`src/rtl/device1_tx_if.sv`:
```
// Lane-side bundle of the two-lane serial transmitter: byte writes in, serial bits and flow-control flags out.
interface device1_tx_if #(
  parameter int unsigned DATA_SIZE = 8
);
  logic                 push0;
  logic                 push1;
  logic [DATA_SIZE-1:0] data_in0;
  logic [DATA_SIZE-1:0] data_in1;
  logic                 out0;
  logic                 out1;
  logic                 almost_full_f0;
  logic                 almost_full_f1;
  logic                 full_f0;
  logic                 full_f1;
  logic                 err0;
  logic                 err1;
  logic                 active;

  modport master (
    output push0, push1, data_in0, data_in1,
    input  out0, out1, almost_full_f0, almost_full_f1, full_f0, full_f1, err0, err1, active
  );

  modport slave (
    input  push0, push1, data_in0, data_in1,
    output out0, out1, almost_full_f0, almost_full_f1, full_f0, full_f1, err0, err1, active
  );
endinterface

```
`src/rtl/device1_tx.sv`:
```
// Two-lane transmitter: per-lane byte FIFO feeding an MSB-first serializer, with comma training after reset.
module device1_tx #(
  parameter int unsigned          DATA_SIZE  = 8,
  parameter int unsigned          FIFO_DEPTH = 4,
  parameter int unsigned          AF_TH      = 3,
  parameter logic [DATA_SIZE-1:0] COMMA      = DATA_SIZE'(8'hBC),
  parameter int unsigned          TRAIN_SYMS = 4
) (
  input  logic           clk8f,
  input  logic           reset,
  device1_tx_if.slave    bus
);

  localparam int unsigned CNT_W = (DATA_SIZE > 1) ? $clog2(DATA_SIZE) : 1;
  localparam int unsigned PTR_W = (FIFO_DEPTH > 1) ? $clog2(FIFO_DEPTH) : 1;
  localparam int unsigned OCC_W = $clog2(FIFO_DEPTH + 1);
  localparam int unsigned TRN_W = (TRAIN_SYMS > 1) ? $clog2(TRAIN_SYMS) : 1;
  localparam int unsigned LANES = 2;

  typedef enum logic {
    S_TRAIN = 1'b0,
    S_RUN   = 1'b1
  } state_e;

  state_e             state_q, state_d;
  logic [TRN_W-1:0]   train_cnt_q, train_cnt_d;
  logic               active_q, active_d;
  logic [CNT_W-1:0]   bit_cnt_q, bit_cnt_d;
  logic               load_c;

  logic [LANES-1:0]     push_w;
  logic [DATA_SIZE-1:0] din_w [LANES];
  logic [LANES-1:0]     ser_w;
  logic [LANES-1:0]     af_w;
  logic [LANES-1:0]     full_w;
  logic [LANES-1:0]     err_w;

  function automatic logic [PTR_W-1:0] ptr_inc(input logic [PTR_W-1:0] p);
    return (p == PTR_W'(FIFO_DEPTH - 1)) ? '0 : p + PTR_W'(1);
  endfunction

  assign push_w    = {bus.push1, bus.push0};
  assign din_w[0]  = bus.data_in0;
  assign din_w[1]  = bus.data_in1;

  // Shared symbol timing: the edge that sees the last bit slot loads a new symbol
  assign load_c    = (bit_cnt_q == CNT_W'(DATA_SIZE - 1));
  assign bit_cnt_d = load_c ? '0 : bit_cnt_q + CNT_W'(1);

  always_comb begin
    state_d     = state_q;
    train_cnt_d = train_cnt_q;
    active_d    = active_q;
    case (state_q)
      S_TRAIN: begin
        if (load_c) begin
          train_cnt_d = train_cnt_q + TRN_W'(1);
          if (train_cnt_q == TRN_W'(TRAIN_SYMS - 1)) begin
            state_d  = S_RUN;
            active_d = 1'b1;
          end
        end
      end
      S_RUN: begin
        state_d = S_RUN;
      end
      default: begin
        state_d = S_TRAIN;
      end
    endcase
  end

  always_ff @(posedge clk8f) begin
    if (!reset) begin
      state_q     <= S_TRAIN;
      train_cnt_q <= '0;
      active_q    <= 1'b0;
      bit_cnt_q   <= CNT_W'(DATA_SIZE - 1);
    end else begin
      state_q     <= state_d;
      train_cnt_q <= train_cnt_d;
      active_q    <= active_d;
      bit_cnt_q   <= bit_cnt_d;
    end
  end

  for (genvar l = 0; l < LANES; l++) begin : g_lane
    logic [DATA_SIZE-1:0] mem_q [FIFO_DEPTH];
    logic [PTR_W-1:0]     rptr_q, rptr_d;
    logic [PTR_W-1:0]     wptr_q, wptr_d;
    logic [OCC_W-1:0]     occ_q, occ_d;
    logic [DATA_SIZE-1:0] shift_q, shift_d;
    logic                 af_q, af_d;
    logic                 full_q, full_d;
    logic                 err_q, err_d;
    logic                 pop_c, wr_c, ovf_c;

    // Pop uses pre-edge occupancy; a full FIFO still accepts a write when it pops on the same edge
    always_comb begin
      pop_c   = load_c && (state_q == S_RUN) && (occ_q != '0);
      wr_c    = push_w[l] && ((occ_q != OCC_W'(FIFO_DEPTH)) || pop_c);
      ovf_c   = push_w[l] && !wr_c;
      rptr_d  = pop_c ? ptr_inc(rptr_q) : rptr_q;
      wptr_d  = wr_c ? ptr_inc(wptr_q) : wptr_q;
      occ_d   = occ_q + OCC_W'(wr_c) - OCC_W'(pop_c);
      shift_d = {shift_q[DATA_SIZE-2:0], 1'b0};
      if (load_c) begin
        shift_d = pop_c ? mem_q[rptr_q] : COMMA;
      end
      err_d   = err_q | ovf_c;
      af_d    = (occ_d >= OCC_W'(AF_TH));
      full_d  = (occ_d == OCC_W'(FIFO_DEPTH));
    end

    always_ff @(posedge clk8f) begin
      if (!reset) begin
        for (int i = 0; i < int'(FIFO_DEPTH); i++) begin
          mem_q[i] <= '0;
        end
        rptr_q  <= '0;
        wptr_q  <= '0;
        occ_q   <= '0;
        shift_q <= '0;
        af_q    <= 1'b0;
        full_q  <= 1'b0;
        err_q   <= 1'b0;
      end else begin
        if (wr_c) begin
          mem_q[wptr_q] <= din_w[l];
        end
        rptr_q  <= rptr_d;
        wptr_q  <= wptr_d;
        occ_q   <= occ_d;
        shift_q <= shift_d;
        af_q    <= af_d;
        full_q  <= full_d;
        err_q   <= err_d;
      end
    end

    assign ser_w[l]  = shift_q[DATA_SIZE-1];
    assign af_w[l]   = af_q;
    assign full_w[l] = full_q;
    assign err_w[l]  = err_q;
  end

  assign bus.out0           = ser_w[0];
  assign bus.out1           = ser_w[1];
  assign bus.almost_full_f0 = af_w[0];
  assign bus.almost_full_f1 = af_w[1];
  assign bus.full_f0        = full_w[0];
  assign bus.full_f1        = full_w[1];
  assign bus.err0           = err_w[0];
  assign bus.err1           = err_w[1];
  assign bus.active         = active_q;

endmodule

```
`src/flat_wrapper.sv`:
```
// flat-port wrapper written by rule: the top's interface ports become plain ports
module device1_tx_flat 
#(
  parameter int unsigned          DATA_SIZE  = 8,
  parameter int unsigned          FIFO_DEPTH = 4,
  parameter int unsigned          AF_TH      = 3,
  parameter logic [DATA_SIZE-1:0] COMMA      = DATA_SIZE'(8'hBC),
  parameter int unsigned          TRAIN_SYMS = 4
)
  (clk8f, reset, bus_push0, bus_push1, bus_data_in0, bus_data_in1, bus_out0, bus_out1, bus_almost_full_f0, bus_almost_full_f1, bus_full_f0, bus_full_f1, bus_err0, bus_err1, bus_active);
  device1_tx_if #(.DATA_SIZE(DATA_SIZE)) bus_i ();
  input  logic clk8f;
  input  logic reset;
  input wire logic [$bits(bus_i.push0)-1:0] bus_push0;
  input wire logic [$bits(bus_i.push1)-1:0] bus_push1;
  input wire logic [$bits(bus_i.data_in0)-1:0] bus_data_in0;
  input wire logic [$bits(bus_i.data_in1)-1:0] bus_data_in1;
  output wire logic [$bits(bus_i.out0)-1:0] bus_out0;
  output wire logic [$bits(bus_i.out1)-1:0] bus_out1;
  output wire logic [$bits(bus_i.almost_full_f0)-1:0] bus_almost_full_f0;
  output wire logic [$bits(bus_i.almost_full_f1)-1:0] bus_almost_full_f1;
  output wire logic [$bits(bus_i.full_f0)-1:0] bus_full_f0;
  output wire logic [$bits(bus_i.full_f1)-1:0] bus_full_f1;
  output wire logic [$bits(bus_i.err0)-1:0] bus_err0;
  output wire logic [$bits(bus_i.err1)-1:0] bus_err1;
  output wire logic [$bits(bus_i.active)-1:0] bus_active;
  assign bus_i.push0 = bus_push0;
  assign bus_i.push1 = bus_push1;
  assign bus_i.data_in0 = bus_data_in0;
  assign bus_i.data_in1 = bus_data_in1;
  assign bus_out0 = bus_i.out0;
  assign bus_out1 = bus_i.out1;
  assign bus_almost_full_f0 = bus_i.almost_full_f0;
  assign bus_almost_full_f1 = bus_i.almost_full_f1;
  assign bus_full_f0 = bus_i.full_f0;
  assign bus_full_f1 = bus_i.full_f1;
  assign bus_err0 = bus_i.err0;
  assign bus_err1 = bus_i.err1;
  assign bus_active = bus_i.active;
  device1_tx #(.DATA_SIZE(DATA_SIZE), .FIFO_DEPTH(FIFO_DEPTH), .AF_TH(AF_TH), .COMMA(COMMA), .TRAIN_SYMS(TRAIN_SYMS)) u_core (.clk8f(clk8f), .reset(reset), .bus(bus_i));
endmodule
```
`config.mk`:
```
export PLATFORM = sky130hd
export DESIGN_NAME = device1_tx_flat
export DESIGN_NICKNAME = d
export VERILOG_FILES = /design/src/rtl/device1_tx_if.sv /design/src/rtl/device1_tx.sv /design/src/flat_wrapper.sv
export SDC_FILE = /design/constraint.sdc
export NUM_CORES = 1
export LEC_CHECK = 0
export BUFFER_PORTS_ARGS = -buffer_cell sky130_fd_sc_hd__buf_2
export CAP_MARGIN = 30
export CORE_MARGIN = 2
export CORE_UTILIZATION = 50
export CTS_BUF_LIST = sky130_fd_sc_hd__clkbuf_8
export CTS_CLUSTER_SIZE = 24
export DETAILED_ROUTE_END_ITERATION = 8
export GPL_TIMING_DRIVEN = 0
export PLACE_DENSITY = 0.68
export SYNTH_ARGS = -nofsm -noshare
export SYNTH_HDL_FRONTEND = slang
export SYNTH_SLANG_ARGS = --single-unit
```
`constraint.sdc`:
```
create_clock -name clk8f -period 2.99 [get_ports clk8f]
set_input_delay 0.598 -clock clk8f [delete_from_list [all_inputs] [get_ports clk8f]]
set_output_delay 0.598 -clock clk8f [all_outputs]
set_load 0.01 [all_outputs]
```
# After elaboration in Yosys (flattened, before gate mapping)
# Memory sizes are Yosys's and may differ from the RTL's. A register that Yosys moved wholly into a read port is not among the register bits.
# Index checks and enable logic that the tools add are counted.
word_totals:
  reg_bits: 43
  mem_bits_rw: 64
  word_cells: 95
  mem_count: 2
mem_list:
  columns: ["memory", "words", "word_bits", "rd", "rd_ports_with_merged_regs", "write_ports", "line_no", "rtl"]
  rows:
  - ["u_core.g_lane[0].mem_q", 4, 8, 1, 1, 4, "device1_tx.sv:88", "logic [DATA_SIZE-1:0] mem_q [FIFO_DEPTH];"]
  - ["u_core.g_lane[1].mem_q", 4, 8, 1, 1, 4, "device1_tx.sv:88", null]
op_classes:
  n_addsub: 10
  magnitude_cmp: 2
  eq_ne: 10
  mux: 29
  bitwise: 3
  n_reduce_logical: 19
ops:
  columns: ["cell", "count"]
  rows:
  - ["2-to-1 mux 8 bit", 6]
  - ["2-to-1 mux 2 bit", 10]
  - ["OR reduction 8 bit", 2]
  - ["2-to-1 mux 1 bit", 11]
  - ["adder 2 x 1 -> 2 bit, second input constant", 5]
  - ["equality test 2 bit, second input constant", 5]
  - ["equality test 3 bit, second input constant", 3]
  - ["AND reduction 3 bit", 3]
  - ["logical AND 1 bit", 7]
  - ["adder 3 x 1 -> 3 bit", 2]
  - [">= comparator 3 x 2 -> 1 bit, second input constant", 2]
  - ["!= test 3 bit, second input constant", 2]
  - ["nonzero test 3 bit", 2]
  - ["subtractor 3 x 1 -> 3 bit", 2]
  - ["adder 3 x 1 -> 3 bit, second input constant", 1]
  - ["2-to-1 mux 3 bit", 1]
  - ["zero test 1 bit", 2]
  - ["logical OR 1 bit", 2]
  - ["OR 1 bit", 2]
  - ["case mux 1 bit (2 select lines)", 1]
  - ["AND reduction 2 bit", 1]
  - ["inverter 1 bit", 1]

# Logic depth before layout (Yosys ltp)
# Gate-level depths: netlist (run 1).
logic_depth:
  depth_word: 10
  depth_mapped: 13
  ltp_nobuf: 12

# Least setup slack after synthesis (run 1)
# OpenSTA, ideal clock, no wires.
synth_timing:
  path_type: "flip-flop to flip-flop"
  start: "register u_core.bit_cnt_q[0]"
  end: "register u_core.g_lane[1].full_q (netlist: u_core.bus.full_f1)"
  setup_time_ns: 0.080
  arrival_time_ns: 2.394
  required_ns: 2.910
  setup_slack_ns: 0.517
  stages_incl_launch_ff: 14
  n_path_buf: 1
  synth_period_minus_slack_ns: 2.473
  path_cell_list: "dfxtp_1 -> ha_1 -> ha_1 -> buf_6 -> o311ai_2 -> inv_1 -> ha_1 -> inv_1 -> ha_1 -> inv_1 -> fa_1 -> xor3_1 -> nand2_1 -> nor3b_1"
synth_between:
  elab_chain_cells: 8
synth_rtl:
  columns: ["item", "line_no", "rtl"]
  rows:
  - ["start, declared", "device1_tx.sv:28", "logic [CNT_W-1:0] bit_cnt_q, bit_cnt_d;"]
  - ["start signal, assigned", "device1_tx.sv:78", "bit_cnt_q <= CNT_W'(DATA_SIZE - 1);"]
  - ["start signal, assigned", "device1_tx.sv:83", "bit_cnt_q <= bit_cnt_d;"]
  - ["equality test 3 bit *", "device1_tx.sv:47", "assign load_c = (bit_cnt_q == CNT_W'(DATA_SIZE - 1));"]
  - ["logical AND 1 bit * (2 in a row)", "device1_tx.sv:100", "pop_c = load_c && (state_q == S_RUN) && (occ_q != '0);"]
  - ["named net u_core.g_lane[1].pop_c", "device1_tx.sv:96", "logic pop_c, wr_c, ovf_c;"]
  - ["logical OR 1 bit", "device1_tx.sv:101", "wr_c = push_w[l] && ((occ_q != OCC_W'(FIFO_DEPTH)) || pop_c);"]
  - ["logical AND 1 bit", "device1_tx.sv:101", null]
  - ["adder 3 x 1 -> 3 bit", "device1_tx.sv:105", "occ_d = occ_q + OCC_W'(wr_c) - OCC_W'(pop_c);"]
  - ["subtractor 3 x 1 -> 3 bit *", "device1_tx.sv:105", null]
  - ["equality test 3 bit *", "device1_tx.sv:112", "full_d = (occ_d == OCC_W'(FIFO_DEPTH));"]
  - ["end signal, assigned", "device1_tx.sv:136", "full_q <= full_d;"]
  - ["end, declared", "device1_tx.sv:94", "logic full_q, full_d;"]
# The timed path passes the listed nets; every way through them passes the cells marked *.
# A chain may end at the register's enable or synchronous reset.

# Worst setup path in the final report (run 1)
# Same ends and word-level chain as after synthesis.

==> key figures, run 1 <==
Final layout
  • Post-Layout Cell Count: 518
  • N_diodes: 0
  • Fill cells: 774
  • Final Cell Area: 0.00515 mm2
  • Fraction of layout cells with a size suffix above 1: 21.6%
  • Final nets: 434
  • Area Growth Syn to Fin: 10.1%

Synth
  • Net Count, Synth: 397
  • Synth cell types: 42
  • Post-synth top flop: edfxtp_1
  • Post-synth EDFFs: 64
  • Asr flop ratio synth: 0%
  • Warnings, synthesis: 0
  • Yosys top cell area share: 41.1%
  • Post-synthesis cell count: 365
  • Yosys reg bits: 111
  • Largest family of logic cells by synthesized area: simple AND/OR/NAND/NOR gates
  • Leading cell types by count after synthesis: 69 x nor2_1, 64 x edfxtp_1, 49 x nand2_1
  • Synth Cell Area: 0.00468 mm2
  • Synth area leaders: edfxtp_1 41%, dfxtp_1 20%, mux4_2 7.7%
  • Register area share after synthesis: 61.2%
  • Synth Area in Adders: 3.53%
  • Dominant cell by count in the synthesized netlist: nor2_1
  • Syn_area_per_cell: 12.8 um2
  • Area leader, netlist: edfxtp_1
  • Synth Area in Simple Gates: 13.0%
  • Mux contribution to synthesized area: 8.78%
  • Synth Area in XOR/XNOR: 1.20%
  • Compound-Gate Fraction of Synth Area: 9.12%

Clocking
  • CTS root buffer: clkbuf_8
  • Post_cts resized: 0
  • Clock Pin Slew Worst Setup and Hold Paths: 0.11 ns
  • Clock Path Buffers: 2
  • Worst-Skew Late Latency: 0.36 ns
  • Post-CTS Setup Inserts: 0
  • # H-tree levels: 3
  • CTS tree: built
  • Num CTS Buffers: 9
  • CTS Hold Buffers Added: 0
  • Clock tree sinks: 111

Floorplan
  • Die Area: 0.0101 mm2
  • Die width: 101 um
  • Starting density of the core: 51.1%
  • Rows: 35
  • Core Footprint: 0.00915 mm2
  • IO Pins: 29
  • Die height: 101 um

Drt
  • Wirelength per Cell: 16.9 um
  • Residual DRC: 0
  • First-pass DRT Iterations: 4
  • Final ANT Viol Nets: 0
  • Total Wirelength: 8.76 mm
  • Vias per std cell: 5.55
  • Initial DRC count: 115
  • Vias: 2874

Power
  • P_leak: 2.01 nW
  • PwrDens: 672 mW/mm2
  • VDD IR max: 0.312 mV

Setup path
  • CP max stage delay: 0.36 ns
  • Critical path class: reg2reg
  • Worst reg-to-reg path cell count: 13
  • Worst Path Arrival: 3.00 ns
  • CP cell instances: ha_1, ha_1, buf_6, o311ai_4, inv_1, ha_1, inv_1, ha_1, inv_1, fa_1, xor3_1, nand2_1, nor3b_1
  • Crit path max fanout: 9
  • Startpoint types: register
  • CP most frequent cell: ha_1
  • Critical R2R Launch: u_core.bit_cnt_q[0]$_SDFF_PN1_
  • Worst setup endpoint: u_core.bus.full_f1$_SDFF_PN0_
  • R2r setup slk: 0.28 ns
  • FF-to-FF End: u_core.bus.full_f1$_SDFF_PN0_
  • CP Data Required Time: 3.28 ns
  • CP Capture Type: register
  • Slowest cell on crit path: fa_1
  • Critical Path Start: u_core.bit_cnt_q[0]$_SDFF_PN1_

Placement
  • Gpl congestion: 0.739
  • Placed Instances: 503
  • Hpwl dp: 6.00 mm
  • Port bufs: 26
  • Placed cell area: 0.00496 mm2

GRT
  • GRT met3 Usage: 3.95%
  • Gr busiest metal: met2
  • Grt met2 use: 31.5%
  • Grt ovf: 0
  • M1 GR Usage: 26.4%
  • Initial antenna violation count: 0
  • All-Layer GR Usage: 19.4%
  • Largest net degree at the start of global routing: 21
  • Vias in the first global route: 2872
  • Global-route wire length before repair: 14.7 mm

STA
  • Max-slew violations: 0
  • Final period utilization: 90.6%
  • RSZ-0062 raised after global routing: no
  • Clk_skew: 0.0180 ns
  • Setup violators final: 0
  • Total Neg Setup Slack: 0 ns
  • Fmax achieved: 369 MHz
  • Hold Vio Cnt, Final: 0
  • Worst relative slew slack: 37.8%
  • Worst Max-Slew Pin Slew: 0.923 ns
  • Min Tclk post-route: 2.71 ns

Status
  • Status: finished, final reports clean

Worst hold path
  • Cells on Worst Hold Path: 1
  • Hold Crit Class: reg2reg
  • Min-delay src: u_core.bit_cnt_q[0]$_SDFF_PN1_

Run
  • Max Cap Viol: 0
## per-layer routing
| metal | up-vias | share of wire [%] |
|---|---|---|
| met3 | 11 | 5.2 |
| met5 | - | 0 |
| li1 | 1382 | - |
| met1 | 1415 | 44 |
| met2 | 66 | 49 |
| met4 | 0 | 1.5 |
## flip-flops by register name, summed over array words and instances, names as in the netlist, named ones only
register                   cells
u_core.bus.full_f0             1
u_core.g_lane.shift_q         16
u_core.state_q                 1
u_core.bus.active              1
u_core.g_lane.mem_q           64
u_core.bus.almost_full_f0      1
u_core.bus.err1                1
u_core.train_cnt_q             2
u_core.bus.almost_full_f1      1
u_core.g_lane.occ_q            6
u_core.bus.full_f1             1
u_core.bus.err0                1
u_core.bit_cnt_q               3
u_core.g_lane.rptr_q           4
u_core.g_lane.wptr_q           4
## how the worst min path moves through the flow
stage | slack, ns | to
finish | 0.46 | u_core.bit_cnt_q[0]$_SDFF_PN1_
global route | 0.48 | u_core.g_lane[0].shift_q[6]$_SDFF_PN0_
floorplan | 0.42 | u_core.bit_cnt_q[0]$_SDFF_PN1_
CTS | 0.46 | u_core.bit_cnt_q[0]$_SDFF_PN1_
detailed placement | 0.44 | u_core.bit_cnt_q[0]$_SDFF_PN1_
global placement | 0.43 | u_core.bit_cnt_q[0]$_SDFF_PN1_
## cell families (layout without fill, tap and decap cells)
| logic type | count (synthesis) | count (layout) |
|---|---|---|
| muxes | 21 | 21 |
| buffers and inverters | 34 | 76 |
| and+or+nand+nor | 144 | 144 |
| DFF | 111 | 111 |
| xor gates and xnor gates | 3 | 3 |
| AOI/OAI and AO/OA | 40 | 40 |
| adders and majority gates | 12 | 12 |
## stage by stage
step / utilization [%] / setup WS, ns / hold slack (ns) / power, mW
after floorplan: - / 0.517 / 0.418 / 2.45
after global placement: 54.0 / 0.170 / 0.432 / 2.63
after detailed placement: 54.2 / 0.161 / 0.439 / 2.66
after CTS: 56.2 / 0.130 / 0.457 / 3.49
after global routing: 56.3 / 0.00962 / 0.483 / 3.65
final: 56.3 / 0.282 / 0.457 / 3.46
## power breakdown
| group | leakage (nW) | switching [mW] | internal, mW |
|---|---|---|---|
| sequential | 1.06 | 0.0984 | 1.84 |
| combinational | 0.870 | 0.387 | 0.290 |
| clock | 0.0884 | 0.528 | 0.318 |
| total | 2.01 | 1.01 | 2.45 |
## layout make-up
class                   count  area, um2  area share, %
flip-flops and latches    111       2860           55.6
inverters                  16       62.6           1.22
clock inverters             7       61.3           1.19
plain buffers              17       82.6           1.60
repair buffers             27        138           2.67
multi-input cells         220       1680           32.6
well taps                 111        139           2.70
clock buffers               9        124           2.41
## worst max-delay path, delay by kind of cell, from the launching register on
kind | cells | cell delay (ns)
xor+xnor | 1 | 0.20
buf+inv | 4 | 0.47
flops | 1 | 0.33
compound gates | 1 | 0.15
fa+ha+maj | 5 | 1.20
simple gates | 2 | 0.29
## layout by cell type, fill, tap and decap left out, drive strengths merged, types with 8 or more instances in the layout
cell	instances
mux4	16
edfxtp	64
o221a	10
ha	10
buf	33
dfxtp	47
inv	18
clkbuf	20
a21boi	8
nor2	69
nand2	49
(Power assumes the default switching activity.)
==> inputs of run 2 (changes only) <==
Settings changed: PLACE_DENSITY 0.68 to 0.7, RECOVER_POWER set to 25.
Clock period 2.99 ns to 2.2 ns, I/O delays scaled along.
==> run 2 against run 1 <==
  * The run now ends with setup timing left
  * Cell area grew 5.6%
  * Non-clock buffer count grew 11
  * Clock power grew 56%
  * Via count grew 2.1%
==> key figures, run 2 (synthesis results as in run 1) <==
Floorplan
  • IO Pins: 29
  • Die width: 101 um
  • Core Footprint: 0.00915 mm2
  • Die Area: 0.0101 mm2
  • Starting density of the core: 51.1%
  • Die height: 101 um
  • Rows: 35

Setup path
  • CP max stage delay: 0.43 ns
  • Startpoint types: register
  • CP most frequent cell: ha_4
  • CP Data Required Time: 2.51 ns
  • Cell family with most CP delay: adder cells
  • Critical path class: reg2reg
  • Buffers & Inverters on Critical Path: 2
  • CP Capture Type: register
  • Slowest cell on crit path: fa_2
  • Crit path max fanout: 6
  • Worst Path Arrival: 2.56 ns
  • CP cell instances: ha_4, ha_4, a211o_4, o21ai_4, inv_2, ha_4, inv_2, fa_2, nor2b_1, nand2_1, nand2_1

Final layout
  • Largest register FFs: 64
  • N_diodes: 0
  • Final Cell Area: 0.00544 mm2
  • Final nets: 445
  • Area Growth Syn to Fin: 16.3%
  • Final Util: 59.4%
  • Biggest regs: u_core.g_lane.mem_q x64, u_core.g_lane.shift_q x16, u_core.g_lane.occ_q x6
  • Most common cell after layout, fill and taps aside: nor2_1
  • Most flop-heavy register: u_core.g_lane.mem_q
  • Most frequent cells in the layout: 68 x nor2_1, 64 x edfxtp_1, 45 x dfxtp_1, 40 x nand2_1, 28 x buf_2
  • Post-Layout Cell Count: 529
  • Fraction of layout cells with a size suffix above 1: 30.1%

Placement
  • Placed Instances: 503
  • Gpl congestion: 0.715
  • Port bufs: 26
  • Placed cell area: 0.00502 mm2
  • Hpwl dp: 6.09 mm

GRT
  • Largest net degree at the start of global routing: 20
  • Grt ovf: 0
  • Global-route wire length before repair: 14.4 mm
  • Initial antenna violation count: 0
  • All-Layer GR Usage: 19.2%
  • Vias in the first global route: 2924

Drt
  • Vias per std cell: 5.55
  • Residual DRC: 0
  • Wirelength per Cell: 17.0 um
  • First-pass DRT Iterations: 4
  • Final ANT Viol Nets: 0
  • Vias: 2934
  • Initial DRC count: 103
  • Total Wirelength: 9.00 mm

Status
  • Violated checks: setup timing
  • Status: finished with violations

STA
  • Total Neg Setup Slack: -0.114 ns
  • Setup ws final: -0.0500 ns
  • Worst relative slew slack: 47.2%
  • Fmax achieved: 444 MHz
  • Setup violators final: 4
  • Worst Max-Slew Pin Slew: 0.792 ns
  • Min Tclk post-route: 2.25 ns
  • RSZ-0062 raised after global routing: yes
  • Clk_skew: 0.00639 ns
  • Max-slew violations: 0
  • Final period utilization: 102%
  • Hold Vio Cnt, Final: 0

Power
  • VDD IR max: 0.416 mV
  • Internal power: 3.64 mW
  • Sequential fraction of design power: 52.6%
  • Net Sw Power: 1.42 mW
  • Clock Power Share: 26.0%
  • Switching Share: 28.1%
  • P_leak: 2.09 nW
  • Comb pwr share: 21.4%
  • PwrDens: 930 mW/mm2

Run
  • Max Cap Viol: 0

Clocking
  • CTS root buffer: clkbuf_8
  • Worst-Skew Late Latency: 0.36 ns
  • Clock tree sinks: 111
  • # H-tree levels: 3
  • Clock Path Buffers: 2
  • CTS tree: built
  • Num CTS Buffers: 9
  • CTS Hold Buffers Added: 0
  • Clock Pin Slew Worst Setup and Hold Paths: 0.10 ns

Worst hold path
  • Hold Crit Class: in2reg
## run 2: layout make-up
class                   count  area [um2]
flip-flops and latches    111        2870
fillers                   699        3710
repair buffers             41         250
well taps                 111         139
clock inverters             7        95.1
clock buffers               9         124
multi-input cells         220        1840
inverters                  16        65.1
plain buffers              14        62.6
## run 2: what timing repair did
action	4_1_cts	5_1_grt
endpoints found under the setup margin	70	30
pin swaps	10	8
gates resized for setup	25	8
setup buffers	8	6
## run 2: routing by layer
| layer | global-route usage [%] | vias up | routed length [um] |
|---|---|---|---|
| met2 | 31.8 | 80 | 4400 |
| met3 | 4.30 | 12 | 498 |
| li1 | - | 1404 | - |
| met1 | 24.5 | 1438 | 3940 |
| met5 | 0 | - | 0 |
| met4 | 7.69 | 0 | 158 |
## run 2: through the flow
step                      hold WS (ns)  setup WS, ns  total power, mW
after floorplan                  0.420        -0.144             3.38
after global routing             0.450        -0.137             5.27
after CTS                        0.418       -0.0766             5.07
final                            0.441       -0.0500             5.05
after detailed placement         0.445        -0.399             3.66
after global placement           0.433        -0.541             3.61
## run 2: worst paths after layout
kind	endpoint	from	depth (start not counted)	slack, ns
max reg2reg	u_core.bus.almost_full_f1$_SDFF_PN0_	u_core.bit_cnt_q[0]$_SDFF_PN1_	11	-0.05
min reg2reg	u_core.g_lane[1].shift_q[1]$_SDFF_PN0_	u_core.g_lane[1].shift_q[0]$_SDFF_PN0_	2	0.46
max	u_core.bus.almost_full_f1$_SDFF_PN0_	u_core.bit_cnt_q[0]$_SDFF_PN1_	11	-0.05
min	u_core.g_lane[0].mem_q[3][4]$_DFFE_PP_	bus_data_in0[4]	3	0.44
## run 2: worst min-delay path: cells and delay by family
family,cells,cell delay (ns)
AND/OR/NAND/NOR,2,0.17
buffers and inverters,1,0.08
## run 2: power groups by stage
stage,combinational (mW),clock (mW),sequential [mW]
6_report,1.08,1.32,2.66
5_1_grt,1.18,1.41,2.69
4_1_cts,1.07,1.34,2.66
3_5_place_dp,0.968,0,2.69
3_3_place_gp,0.938,0,2.67
2_1_floorplan,0.704,0,2.67
